File: config.mk
export PLATFORM = sky130hd
export DESIGN_NAME = piso_serializer_flat
export DESIGN_NICKNAME = d
export VERILOG_FILES = /design/src/rtl/piso_serializer_pkg.sv /design/src/rtl/piso_serializer_if.sv /design/src/rtl/piso_serializer_bit_counter.sv /design/src/rtl/piso_serializer.sv /design/src/flat_wrapper.sv
export SDC_FILE = /design/constraint.sdc
export NUM_CORES = 1
export LEC_CHECK = 0
export ABC_AREA = 1
export ABC_CLOCK_PERIOD_IN_PS = 2400
export CAP_MARGIN = 20
export CORE_MARGIN = 4
export CORE_UTILIZATION = 45
export CTS_BUF_LIST = sky130_fd_sc_hd__clkbuf_2 sky130_fd_sc_hd__clkbuf_4 sky130_fd_sc_hd__clkbuf_8
export CTS_CLUSTER_SIZE = 24
export DETAILED_ROUTE_END_ITERATION = 8
export GPL_ROUTABILITY_DRIVEN = 0
export PLACE_DENSITY = 0.72
export SLEW_MARGIN = 20
export SYNTH_ARGS = -nofsm -noshare
export SYNTH_HDL_FRONTEND = slang
export SYNTH_SLANG_ARGS = --single-unit
File: constraint.sdc
create_clock -name clk -period 2.4 [get_ports clk]
set_input_delay 0.6 -clock clk [delete_from_list [all_inputs] [get_ports clk]]
set_output_delay 0.6 -clock clk [all_outputs]
set_load 0.005 [all_outputs]
File: src/rtl/piso_serializer_pkg.sv
// piso_serializer_pkg
// Shared types and sizing helpers for the parallel-in/serial-out serializer.
// Configuration macro: PISO_SERIALIZER_PARITY_EN adds one even-parity bit
// after the data bits of every frame.
// No ports. This file holds the state enum, the frame-length and
// counter-width helpers, and the frame length for the default 8-bit word.

package piso_serializer_pkg;

  typedef enum logic {
    IDLE  = 1'b0,
    SHIFT = 1'b1
  } state_t;

`ifdef PISO_SERIALIZER_PARITY_EN
  localparam int PARITY_BITS = 1;
`else
  localparam int PARITY_BITS = 0;
`endif

  localparam int DEFAULT_WIDTH = 8;
  localparam int FRAME_LEN     = DEFAULT_WIDTH + PARITY_BITS;

  // Number of bits on the wire for one word of the given width.
  function automatic int frame_len(input int width);
    return width + PARITY_BITS;
  endfunction

  // The bit counter must hold indices up to the parity slot, so it is sized for width+1.
  function automatic int cnt_width(input int width);
    return $clog2(width + 1);
  endfunction

endpackage

File: src/rtl/piso_serializer_if.sv
// piso_serializer_if
// Bundles the word handshake, the bit-rate enable and the serial outputs
// of the serializer.
// Parameter: WIDTH, the number of data bits per word.
// Signals:
//   in_data   : parallel word offered by the source
//   in_valid  : in_data is valid
//   in_ready  : serializer accepts in_data this cycle
//   shift_en  : bit-rate enable from the downstream side
//   ser_out   : serial bit
//   ser_valid : ser_out carries a frame bit
//   busy      : a frame is in progress
//   done      : one-cycle pulse after the last bit of a frame is consumed
// The master modport is the environment side; the slave modport is the serializer.

interface piso_serializer_if #(
  parameter int WIDTH = 8
);
  logic [WIDTH-1:0] in_data;
  logic             in_valid;
  logic             in_ready;
  logic             shift_en;
  logic             ser_out;
  logic             ser_valid;
  logic             busy;
  logic             done;

  modport master (
    output in_data, in_valid, shift_en,
    input  in_ready, ser_out, ser_valid, busy, done
  );

  modport slave (
    input  in_data, in_valid, shift_en,
    output in_ready, ser_out, ser_valid, busy, done
  );
endinterface

File: src/rtl/piso_serializer_bit_counter.sv
// piso_bit_counter
// Counts the bit position inside a serial frame.
// Ports:
//   clk      : rising-edge clock
//   rst_n    : asynchronous active-low reset, clears the count
//   clr      : synchronous return to zero, takes priority over inc
//   inc      : advance the count by one
//   last_idx : index of the final bit of a frame
//   count    : current bit index
//   is_last  : count equals last_idx

module piso_bit_counter #(
  parameter int CW = 4
) (
  input  logic          clk,
  input  logic          rst_n,
  input  logic          clr,
  input  logic          inc,
  input  logic [CW-1:0] last_idx,
  output logic [CW-1:0] count,
  output logic          is_last
);

  always_ff @(posedge clk or negedge rst_n) begin
    if (!rst_n) begin
      count <= '0;
    end else if (clr) begin
      count <= '0;
    end else if (inc) begin
      count <= count + CW'(1);
    end
  end

  assign is_last = (count == last_idx);

endmodule

File: src/rtl/piso_serializer.sv
// piso_serializer
// Parallel-in, serial-out stage. A word is accepted over a valid/ready
// handshake and sent one bit per enabled clock. Words can follow back-to-back
// with no idle bit in between.
// Configuration macro: PISO_SERIALIZER_PARITY_EN appends an even-parity bit
// to every frame.
// Parameters:
//   WIDTH     : data bits per word (minimum 2)
//   MSB_FIRST : 1 sends bit WIDTH-1 first, 0 sends bit 0 first
// Ports:
//   clk   : rising-edge clock
//   rst_n : asynchronous active-low reset; abandons any frame in progress
//   bus   : piso_serializer_if slave modport (handshake, shift_en, serial outputs)

module piso_serializer
  import piso_serializer_pkg::*;
#(
  parameter int WIDTH     = 8,
  parameter int MSB_FIRST = 1
) (
  input logic               clk,
  input logic               rst_n,
  piso_serializer_if.slave  bus
);

  localparam int FRAME_BITS = frame_len(WIDTH);
  localparam int CW         = cnt_width(WIDTH);

  state_t                state;
  state_t                state_next;
  logic [FRAME_BITS-1:0] shreg;
  logic [FRAME_BITS-1:0] load_word;
  logic [CW-1:0]         count;
  logic                  is_last;
  logic                  consume;
  logic                  last_consume;
  logic                  load;
  logic                  head;
  logic                  done_q;

  assign consume      = (state == SHIFT) && bus.shift_en;
  assign last_consume = consume && is_last;

  // Ready is gated by rst_n so that it reads 0 while reset is held.
  // It also opens on the last consumed bit, which allows a zero-gap reload.
  assign bus.in_ready = rst_n && ((state == IDLE) || last_consume);
  assign load         = bus.in_valid && bus.in_ready;

  // The parity bit is placed at the tail end of the shift direction,
  // so it leaves after the data bits without a separate register.
  always_comb begin
`ifdef PISO_SERIALIZER_PARITY_EN
    if (MSB_FIRST != 0) begin
      load_word = {bus.in_data, ^bus.in_data};
    end else begin
      load_word = {^bus.in_data, bus.in_data};
    end
`else
    load_word = bus.in_data;
`endif
  end

  assign head = (MSB_FIRST != 0) ? shreg[FRAME_BITS-1] : shreg[0];

  always_ff @(posedge clk or negedge rst_n) begin
    if (!rst_n) begin
      state <= IDLE;
    end else begin
      state <= state_next;
    end
  end

  always_comb begin
    state_next    = state;
    bus.ser_valid = 1'b0;
    bus.busy      = 1'b0;
    bus.ser_out   = 1'b0;
    case (state)
      IDLE: begin
        if (load) begin
          state_next = SHIFT;
        end
      end
      SHIFT: begin
        bus.ser_valid = 1'b1;
        bus.busy      = 1'b1;
        bus.ser_out   = head;
        if (last_consume && !load) begin
          state_next = IDLE;
        end
      end
      default: state_next = IDLE;
    endcase
  end

  // A load wins over a shift, which covers a back-to-back reload on the last bit.
  always_ff @(posedge clk or negedge rst_n) begin
    if (!rst_n) begin
      shreg  <= '0;
      done_q <= 1'b0;
    end else begin
      done_q <= last_consume;
      if (load) begin
        shreg <= load_word;
      end else if (consume) begin
        if (MSB_FIRST != 0) begin
          shreg <= {shreg[FRAME_BITS-2:0], 1'b0};
        end else begin
          shreg <= {1'b0, shreg[FRAME_BITS-1:1]};
        end
      end
    end
  end

  assign bus.done = done_q;

  // The count stops at the last index instead of stepping past it,
  // so it never exceeds the counter's range within a frame.
  piso_bit_counter #(
    .CW (CW)
  ) u_bit_counter (
    .clk      (clk),
    .rst_n    (rst_n),
    .clr      (load),
    .inc      (consume && !is_last),
    .last_idx (CW'(FRAME_BITS - 1)),
    .count    (count),
    .is_last  (is_last)
  );

  count_in_range: assert property (@(posedge clk) disable iff (!rst_n)
    count <= CW'(FRAME_BITS - 1));

endmodule

File: src/flat_wrapper.sv
// flat-port wrapper written by rule: the top's interface ports become plain ports
module piso_serializer_flat import piso_serializer_pkg::*;
#(
  parameter int WIDTH     = 8,
  parameter int MSB_FIRST = 1
)
  (clk, rst_n, bus_in_data, bus_in_valid, bus_shift_en, bus_in_ready, bus_ser_out, bus_ser_valid, bus_busy, bus_done);
  piso_serializer_if #(.WIDTH(WIDTH)) bus_i ();
  input logic clk;
  input logic rst_n;
  input wire logic [$bits(bus_i.in_data)-1:0] bus_in_data;
  input wire logic [$bits(bus_i.in_valid)-1:0] bus_in_valid;
  input wire logic [$bits(bus_i.shift_en)-1:0] bus_shift_en;
  output wire logic [$bits(bus_i.in_ready)-1:0] bus_in_ready;
  output wire logic [$bits(bus_i.ser_out)-1:0] bus_ser_out;
  output wire logic [$bits(bus_i.ser_valid)-1:0] bus_ser_valid;
  output wire logic [$bits(bus_i.busy)-1:0] bus_busy;
  output wire logic [$bits(bus_i.done)-1:0] bus_done;
  assign bus_i.in_data = bus_in_data;
  assign bus_i.in_valid = bus_in_valid;
  assign bus_i.shift_en = bus_shift_en;
  assign bus_in_ready = bus_i.in_ready;
  assign bus_ser_out = bus_i.ser_out;
  assign bus_ser_valid = bus_i.ser_valid;
  assign bus_busy = bus_i.busy;
  assign bus_done = bus_i.done;
  piso_serializer #(.WIDTH(WIDTH), .MSB_FIRST(MSB_FIRST)) u_core (.clk(clk), .rst_n(rst_n), .bus(bus_i));
endmodule
After elaboration in Yosys (flattened, before gate mapping)
Cells that the tools add are included.
W data, S select, Z words.
- $add $sub $neg: 1
- equality and inequality tests: 1
- multiplexer cells: 9
- bitwise gates (word level): 1
- reductions and logical operators: 11
- operator list (cell ; number):
    $mux W8 ; 2
    $mux W4 ; 2
    $logic_and A1 B1 Y1 ; 6
    $add A4 B1 Y4 const B ; 1
    $eq A4 B3 Y1 const B ; 1
    $mux W1 ; 4
    $reduce_bool A2 Y1 ; 2
    $logic_not A1 Y1 ; 2
    $pmux W1 S2 ; 1
    $logic_or A1 B1 Y1 ; 1
    $not A1 Y1 ; 1
- register bits after elaboration: 14
- bits of input ports: 12
- output and inout bits: 5
- logic and storage cells: 27

Logic depth before layout (Yosys ltp)
- depth after elaboration: 9
- mapped depth: 9
- mapped depth without buffers: 9

By module
A second synthesis with hierarchy kept.
- cell total of the unflattened synthesis: 113
- area total of the unflattened synthesis: 833.3 um^2
- modules (own cells, without submodules) (module ; instances ; cells an instance ; area each (um^2) ; sequential area each (um^2)):
    piso_serializer ; 1 ; 82 ; 585.6 ; 250.2
    piso_bit_counter ; 1 ; 31 ; 247.7 ; 100.1

Worst setup path after synthesis
Ideal clock, no wire load.
- path kind: input-to-output
- from: input bus_shift_en
- to: output bus_in_ready
- data arrival time: 1.050 ns
- data required time: 1.800 ns
- setup slack: 0.750 ns
- cell stages on the path: 4
- buffers on the path: 0
- cells stage by stage: nand2_2 inv_2 nand2_2 a21boi_0
- longest elaborated chain between the ends: 4
- RTL lines (item ; RTL line ; RTL):
    start, declared ; flat_wrapper.sv:13 ; input wire logic [$bits(bus_i.shift_en)-1:0] bus_shift_en;
    $logic_and A1 B1 Y1 ; piso_serializer.sv:41 ; assign consume = (state == SHIFT) && bus.shift_en;
    $logic_and A1 B1 Y1 ; piso_serializer.sv:42 ; assign last_consume = consume && is_last;
    $logic_or A1 B1 Y1 ; piso_serializer.sv:46 ; assign bus.in_ready = rst_n && ((state == IDLE) || last_consume);
    $logic_and A1 B1 Y1 ; piso_serializer.sv:46 ;
    end, declared ; flat_wrapper.sv:14 ; output wire logic [$bits(bus_i.in_ready)-1:0] bus_in_ready;
Every way passes these cells.

Worst setup path after layout
Same ends and word-level chain as after synthesis.

==> metrics.csv <==
metric,value,unit
drtPass1Iterations,4,
status,"finished, final reports clean",
cts.sinks,14,
port-buffer-count,16,
start_util,49.44,%
synth_top_cell_area_share,45.45,%
yosys_warnings,0,
ys_ff_latch,14,
power.total,0.0009320,W
synthFlopType,dfrtp_1,
area_growth,29.06,%
max_slew_margin,52.34,%
die_width,49.39,µm
hold_path.startpoint,u_core.shreg[0],
slew_violations,0,
ys_types,17,
tns,0,ps
cts_tree,yes,
syn_nets,116,
avgSynthCellArea,7.483,µm²
drc,0,
antenna_found_initial,0,
stdcell_area,994.7,µm²
drt_iter0_markers,10,
hp-class,flip-flop to flip-flop,
ys_async_sr_fraction,100.0,%
post-cts-setup-buffer-count,0,
grt_pass1_wl,3.056,mm
grt.overflow.total,0,
numCtsBuffers,3,
grt_pass1_vias,675,
cts.path.max_buffers,2,
r2r_cells,9,
layout-drive-gt1-share,11.29,%
instances_no_fill,140,
placed_area,959.7,µm²
start_kind,input pin,
num_vias,717,
rsz0062_at_grt,false,
cts_max_level,1,
holdPathStages,2,
core-area,1559,µm²
max_freq,441.8,MHz
setup-violations-final,0,
drv_cap,0,
reg2reg_to,u_core.shreg[3],
cts-root-buf,clkbuf_4,
rows,14,
leakage,0.5244,nW
worst_pin_slew,711.6,ps
dieArea,2439,µm²
reg2reg_from,u_core.u_bit_counter.count[0],
worstSetupPathType,input pin to output port,
fin_hold_ws,495.9,ps
via_per_inst,5.121,
synth_seq_area_share,45.45,%
min_to,u_core.shreg[0],
yosysMostFrequentCell,nand2_1,
power_density,937.0,nW/µm²
ios,17,
hold_viol_final,0,
n_antenna_cell,0,
min_period,2264,ps
critPathArrivalTime,1660,ps
clock_skew,8.668,ps
nets,138,
postRouteAntennaNets,0,
worst-r2r-setup-slack,650,ps
fill_cells,136,
yosysTopAreaCell,dfrtp_1,
routedWlPerCell,12.14,µm
required,1800,ps
end_kind,output port,
grt_usage,16.07,%
routed_wl,1.700,mm
die_h,49.39,µm
dpl.hpwl,1.238,mm
peakVddDrop,0.0004720,V
finalCritPeriodShare,94.32,%
clock_latency,280,ps
synthTopCellsByCount,"nand2_1 (28), inv_1 (19), dfrtp_1 (14), nand3_1 (11), nor2_1 (8)",
placed_cells,136,
synthTopCellsByArea,"dfrtp_1 (45%), nand2_1 (14%), inv_1 (9.3%)",
cp_max_fo,2,
clk_pin_slew,90,ps
syn_area,770.7,µm²
syn_inst,103,
synth_edf_count,0,
grt_max_degree,24,
[through the flow]
stage	setup WS (ps)	utilization [%]
finish	136.4	63.80
global route	42.09	63.80
CTS	129.9	63.80
detailed placement	-151.1	61.56
global placement	-124.6	61.56
floorplan	750.0	-
[flip-flops by register name (all words and copies together), names as in the netlist]
name                        cells
u_core.shreg                    8
u_core.u_bit_counter.count      4
u_core.state                    1
u_core.bus.done                 1
[per-layer routing]
metal	share of wire [%]	track usage, %	up-vias
li1	-	-	365
met1	48	20.69	335
met2	46	26.34	15
met3	4.5	3.670	2
met4	0.82	5.530	0
met5	0	0	-
[placed cells by master, fill, tap and decap left out]
cell	instances
dlygate4sd2_1	1
inv_2	1
a21boi_0	1
a31oi_1	1
clkbuf_8	1
clkdlybuf4s50_1	15
dfrtp_1	14
nand3_4	1
nand2_1	28
nor3_1	1
nor2_1	8
inv_1	19
buf_4	5
ha_1	1
nand4_1	7
clkbuf_4	3
nand2_2	3
nand3_1	11
o21ai_0	3
[timing repair]
item / 4_1_cts / 5_1_grt
hold buffers: 0 / 0
endpoints found under the hold margin: 0 / 0
endpoints found under the setup margin: 1 / 0
gates resized for setup: 1 / 0
[worst max-delay path, stage by stage]
cell,delay (ps)
clkdlybuf4s50_1,470
nand2_2,70
inv_2,70
nand2_2,50
a21boi_0,160
dlygate4sd2_1,250
[worst max path at each step]
stage | end | depth (start not counted) | start | slack, ps
5_1_grt | bus_in_ready | 6 | u_core.u_bit_counter.count[0] | 40
2_1_floorplan | bus_in_ready | 4 | bus_shift_en | 750
3_3_place_gp | bus_in_ready | 6 | bus_shift_en | -120
3_5_place_dp | bus_in_ready | 6 | bus_shift_en | -150
4_1_cts | bus_in_ready | 6 | bus_shift_en | 130
6_report | bus_in_ready | 6 | bus_shift_en | 140
[where the power goes]
group | total, W | switching, W | internal (W)
sequential | 0.000391 | 0.0000622 | 0.000329
clock | 0.000169 | 0.0000771 | 0.0000921
combinational | 0.000372 | 0.000203 | 0.000169
total | 0.000932 | 0.000342 | 0.000590
[cell type report]
class / instances / area, µm² / area share [%]
Inverter: 20 / 75.07 / 7.547
Clock buffer: 4 / 36.28 / 3.648
Multi-Input combinational cell: 65 / 316.6 / 31.82
Sequential cell: 14 / 350.3 / 35.22
Tap cell: 16 / 20.02 / 2.013
Timing Repair Buffer: 21 / 196.4 / 19.75
[kinds of logic after synthesis]
group / after synthesis / synth area share (%)
compound gates: 5 / 3.734
fa+ha+maj: 1 / 1.623
buf+inv: 24 / 13.47
flops: 14 / 45.46
simple gates: 59 / 35.71
No activity file was read; power rests on OpenSTA's default activity.
